**src/rtl/regfile_wb_ctrl.sv**
```systemverilog
// regfile_wb_ctrl: register-file write-back arbiter, registered write stage and RAW/WAW busy scoreboard.
// Define WBCTRL_FIXED_PRIO_EN for fixed load-over-ALU priority instead of round-robin.
module regfile_wb_ctrl #(
  parameter int XLEN = 32,
  parameter int NREG = 32,
  parameter int AW   = 5
) (
  input  logic            clk,
  input  logic            rst,
  input  logic            iss_valid,
  input  logic [AW-1:0]   iss_rd,
  input  logic [AW-1:0]   iss_rs1,
  input  logic [AW-1:0]   iss_rs2,
  output logic            stall,
  input  logic            a_valid,
  output logic            a_ready,
  input  logic [AW-1:0]   a_rd,
  input  logic [XLEN-1:0] a_data,
  input  logic            m_valid,
  output logic            m_ready,
  input  logic [AW-1:0]   m_rd,
  input  logic [XLEN-1:0] m_data,
  output logic            RegWEn,
  output logic [AW-1:0]   rd,
  output logic [XLEN-1:0] Writedata,
  output logic [NREG-1:0] busy
);
  logic            acc;
  logic [AW-1:0]   sel_rd;
  logic [XLEN-1:0] sel_data;
  logic [NREG-1:0] set_vec, clr_vec;
`ifdef WBCTRL_FIXED_PRIO_EN
  assign m_ready = rst & m_valid;
  assign a_ready = rst & a_valid & ~m_valid;
`else
  logic last_m;
  // ready is gated by rst so nothing is granted while reset is held
  assign a_ready = rst & a_valid & (~m_valid | last_m);
  assign m_ready = rst & m_valid & ~a_ready;
  always_ff @(posedge clk or negedge rst)
    if (!rst) last_m <= 1'b1;
    else if (acc) last_m <= m_ready;
`endif
  assign acc      = a_ready | m_ready;
  assign sel_rd   = a_ready ? a_rd : m_rd;
  assign sel_data = a_ready ? a_data : m_data;
  assign stall    = iss_valid & (busy[iss_rs1] | busy[iss_rs2] | busy[iss_rd]);
  assign set_vec  = (iss_valid & ~stall & (iss_rd != '0)) ? (NREG'(1) << iss_rd) : '0;
  assign clr_vec  = RegWEn ? (NREG'(1) << rd) : '0;
  always_ff @(posedge clk or negedge rst)
    if (!rst) begin
      RegWEn    <= 1'b0;
      rd        <= '0;
      Writedata <= '0;
      busy      <= '0;
    end else begin
      RegWEn <= acc & (sel_rd != '0);
      if (acc) begin
        rd        <= sel_rd;
        Writedata <= sel_data;
      end
      busy <= (busy & ~clr_vec) | set_vec;
    end
endmodule
```
**config.mk**
```make
export PLATFORM = sky130hd
export DESIGN_NAME = regfile_wb_ctrl
export DESIGN_NICKNAME = d
export VERILOG_FILES = /design/src/rtl/regfile_wb_ctrl.sv
export SDC_FILE = /design/constraint.sdc
export NUM_CORES = 1
export LEC_CHECK = 0
export CAP_MARGIN = 30
export CORE_ASPECT_RATIO = 1.5
export CORE_UTILIZATION = 40
export CTS_BUF_LIST = sky130_fd_sc_hd__clkbuf_8
export CTS_CLUSTER_SIZE = 20
export DETAILED_ROUTE_END_ITERATION = 12
export PLACE_DENSITY = 0.76
export SYNTH_ARGS = -nofsm -noshare
export SYNTH_HDL_FRONTEND = slang
export SYNTH_SLANG_ARGS = --single-unit
```
**constraint.sdc**
```tcl
create_clock -name clk -period 4.45 [get_ports clk]
set_input_delay 1.1125 -clock clk [delete_from_list [all_inputs] [get_ports clk]]
set_output_delay 1.1125 -clock clk [all_outputs]
set_load 0.05 [all_outputs]
```
After elaboration in Yosys (flattened, before gate mapping)
Index checks and enable logic that the tools add are counted.
{ "totals": {"reg_bits": 71, "inputBits": 94, "out_inout_bits": 73, "word_cells": 40} }
{ "op_classes": {"n_lt_le_gt_ge": 3, "shift": 2, "mux": 10, "bitwise": 18, "reduce_logical": 2} }
{ "ops": {"columns": ["cell", "count"], "rows": [
  ["$mux W32", 3],
  ["$shl A1 B5 Y32 const A", 2],
  ["$and A32 B32 Y32", 1],
  ["$not A32 Y32", 1],
  ["$or A32 B32 Y32", 1],
  ["$lt A5 B6 Y1 const B", 3],
  ["$bmux W1 S5", 3],
  ["$reduce_bool A5 Y1", 2],
  ["$and A1 B1 Y1", 8],
  ["$mux W5", 1],
  ["$or A1 B1 Y1", 4],
  ["$mux W1", 3],
  ["$not A1 Y1", 3]
]} }

Depth between registers and ports, before layout
{ "depth": {"ltp_word": 10, "depth_mapped": 9, "depth_no_buf": 6} }

Least setup slack after synthesis
No wires, ideal clock.
{ "synth_path": {"path_kind": "input -> output", "startpoint": "input iss_rd[2]", "endpoint": "output stall", "arrival_time_ns": 3.061, "required_ns": 3.338, "slack_ns": 0.277, "stages": 9, "n_path_buf": 4, "cell_sequence": "clkbuf_1 nand2b_1 buf_1 o22a_1 o22ai_2 a31oi_1 buf_6 clkbuf_1 o21a_1"} }
{ "synth_between": {"elab_chain_cells": 4} }
{ "synth_rtl": {"columns": ["item", "line", "text"], "rows": [
  ["start, declared", "11", "input logic [AW-1:0] iss_rd,"],
  ["$bmux W1 S5", "47", "assign stall = iss_valid & (busy[iss_rs1] | busy[iss_rs2] | busy[iss_rd]);"],
  ["$mux W1 (not written as such)", "47", null],
  ["$or A1 B1 Y1", "47", null],
  ["$and A1 B1 Y1", "47", null],
  ["end, declared", "14", "output logic stall,"]
]} }
No other way between the ends. The select of a mux whose other input is x is not followed.

Final worst setup path
{ "layout_path": {"startpoint": "input iss_rd[1]", "endpoint": "output stall"} }
Same word-level chain as after synthesis.

==> impl_metrics.tcl <==
set metrics [dict create \
    critical_path_arrival_ns 3.23 \
    start_util_pct 41.2 \
    syn_avg_cell_area_um2 10.7 \
    power_leakage_nw 2.48 \
    start_kind "primary input" \
    cts_root_buf "clkbuf_8" \
    regArea_mm2 0.00178 \
    ys_async_sr_fraction_pct 100 \
    cp_slowest_stage_delay_ns 0.78 \
    min_to "Writedata[15]" \
    final_cell_area_mm2 0.00604 \
    io_buffers 166 \
    cts.clk_slew.worst_paths_ns 0.07 \
    setup_violations 0 \
    slew_headroom_pct 54.1 \
    yosys-top-cells-area "dfrtp_1 44%, a222oi_1 8.0%, mux4_2 7.9%" \
    hold_ws_ns 0.500 \
    overflow 0 \
    die-height_um 124 \
    yosysWarnings 0 \
    drt_iter0_markers 460 \
    crit_chain "clkdlybuf4s50_1, mux4_2, mux2_2, o22ai_2, a31oi_2, o21a_1, buf_6" \
    drt-pass1-iter-count 6 \
    min-delay-start "Writedata[15]" \
    drc 0 \
    synth.mux.area_fraction_pct 14.0 \
    synth_xor_area_share_pct 0 \
    cts_tree "yes" \
    synth_seq_cells 71 \
    h-tree-depth 3 \
    vias 4154 \
    ctsHoldBuffers 0 \
    layout-area-overhead-vs-synth_pct 51.1 \
    viasPerCell 6.32 \
    synth_top_area_share_pct 43.8 \
    finalHoldViolCount 0 \
    r2r_slack_ns 1.90 \
    rsz0062_at_grt "no" \
    period_share_pct 97.5 \
    cp_max_fo 11 \
    layout_commonest_cell "clkdlybuf4s50_1" \
    pre_cts_ws_ns -0.0716 \
    synth_top_area_cell "dfrtp_1" \
    cp_top_family "buffers and inverters" \
    yosysSeqAreaShare_pct 44.5 \
    multi_input_area_mm2 0.00196 \
    grt_max_degree 55 \
    final_cell_mix "157 x clkdlybuf4s50_1, 70 x dfrtp_1, 38 x o21ai_0" \
    max_freq_mhz 231 \
    synth-simple-area-share_pct 10.5 \
    syn_inst 372 \
    hpwl_mm 10.3 \
    core_mm2 0.00969 \
    hold_class "reg -> reg" \
    synth-compound-area-share_pct 23.8 \
    p_per_area_mw_per_mm2 533 \
    hold-path-cell-count 2 \
    grt_pass1_vias 4281 \
    finalSetupTns_ns 0 \
    grt_antenna_before_repair 0 \
    io_pins 167 \
    cts_buffers 9 \
    clockBufferDepth 2 \
    postRouteAntennaNets 0 \
    finClkSkew_ns 0.00496 \
    r2r-start "busy[6]" \
    syn_nets 466 \
    diodes 0 \
    synth_ff_type "dfrtp_1" \
    num_rows 44 \
    nFillCells 831 \
    irDropWorstVdd_mv 0.500 \
    fin_ws_ns 0.112 \
    grt_pass1_wl_mm 22.2 \
    synthesis.area_mm2 0.00400 \
    placed_cell_area_mm2 0.00581 \
    ys_types 43 \
    wl_per_cell_um 21.2 \
    crit_type "in -> out" \
    grtUsageTotal_pct 27.2 \
    maxCapViolCount 0 \
    critPathCaptureType "primary output" \
    synth_edf_count 0 \
    place.gp.congestion 0.907 \
    synth_top_family_by_area "compound AO/OA/AOI/OAI gates" \
    status "finished, final reports clean" \
    timing.rr.end "busy[16]" \
    ff2ff_path_depth 7 \
    clock_latency_ns 0.34 \
    routed_wl_mm 14.0 \
    report.final.slew_viol_count 0 \
    cts.sinks 71 \
    synth_adder_area_share_pct 0 \
    fp.dieW_um 83.6 \
    worstPathRequired_ns 3.34 \
    die_area_mm2 0.0104 \
    crit_buf_inv 2 \
    min_period_ns 4.34 \
    critical_path.slowest_cell "clkdlybuf4s50_1" \
    drive_gt1_share_pct 11.8 \
    tightestPinTransition_ns 0.688 \
    nets 633 \
    crit_start "iss_rd[1]" \
]
layout make-up:
class | instances | share of cell area (%)
clock inverter | 3 | 0.207
sequential | 71 | 29.5
multi-input combinational | 236 | 32.4
timing repair buffer | 187 | 30.9
clock buffer | 11 | 2.51
tap | 115 | 2.38
inverter | 34 | 2.11
cell families after synthesis:
kind of cell / count (synthesis)
AOI/OAI and AO/OA: 124
and+or+nand+nor: 77
DFF: 71
muxes: 35
buffers and inverters: 65
metrics by stage:
step	util, %	std cells	power [mW]
after CTS	61.7	653	3.21
after global placement	59.8	638	2.73
after detailed placement	60.0	639	2.76
after global routing	62.3	657	3.37
final	62.3	657	3.22
after floorplan	-	372	2.09
cells in the mapped netlist, types with 4 or more instances:
cell / count
o21ai_0: 38
mux2i_1: 17
nor4_1: 4
buf_2: 8
dfrtp_1: 70
or4_1: 5
nor2_1: 5
nand2_1: 21
nand3_1: 8
clkbuf_1: 15
buf_1: 4
nand2b_1: 7
nor2b_1: 15
or2_2: 4
o21ai_1: 4
a222oi_1: 32
a211oi_1: 4
o41ai_1: 27
mux4_2: 14
inv_1: 34
worst max-delay path by stage:
stage / depth (start not counted) / slack (ns) / end
6_report: 7 / 0.11 / stall
5_1_grt: 8 / 0.02 / stall
4_1_cts: 8 / 0.03 / stall
3_5_place_dp: 8 / -0.07 / stall
3_3_place_gp: 8 / -0.08 / stall
2_1_floorplan: 9 / 0.28 / stall
flip-flops by register name, summed over array words and instances (netlist names):
register and cells:
rd 5, busy 32, RegWEn 1, Writedata 32, last_m 1
timing repair:
| item | in CTS | in global routing |
|---|---|---|
| pin swaps | 0 | 3 |
| endpoints found under the hold margin | 0 | 0 |
| cloned | 0 | 1 |
| setup buffers | 0 | 3 |
| endpoints found under the setup margin | 1 | 1 |
| gates resized for setup | 2 | 5 |
worst reg2reg max path: stages (launching register included):
cell and delay, ns:
dfrtp_1 0.46, mux4_2 0.51, mux2i_2 0.19, nor3_1 0.07
nor4_1 0.23, nand4_1 0.16, buf_4 0.28, o41ai_1 0.51
layer usage:
metal | share of wire [%] | wire length [um] | vias up | global-route usage [%]
li1 | - | - | 1805 | -
met1 | 35 | 4940 | 2006 | 30.5
met2 | 50 | 6990 | 288 | 46.4
met3 | 9.4 | 1320 | 55 | 7.36
met4 | 5.0 | 703 | 0 | 14.8
met5 | 0 | 0 | - | 0
where the power goes:
group	leakage (nW)	internal (mW)	switching, mW
Sequential	0.833	0.822	0.261
Combinational	1.55	0.664	1.03
Clock	0.0937	0.222	0.221
Total	2.48	1.71	1.51
Power figures use the tool's default switching activity.
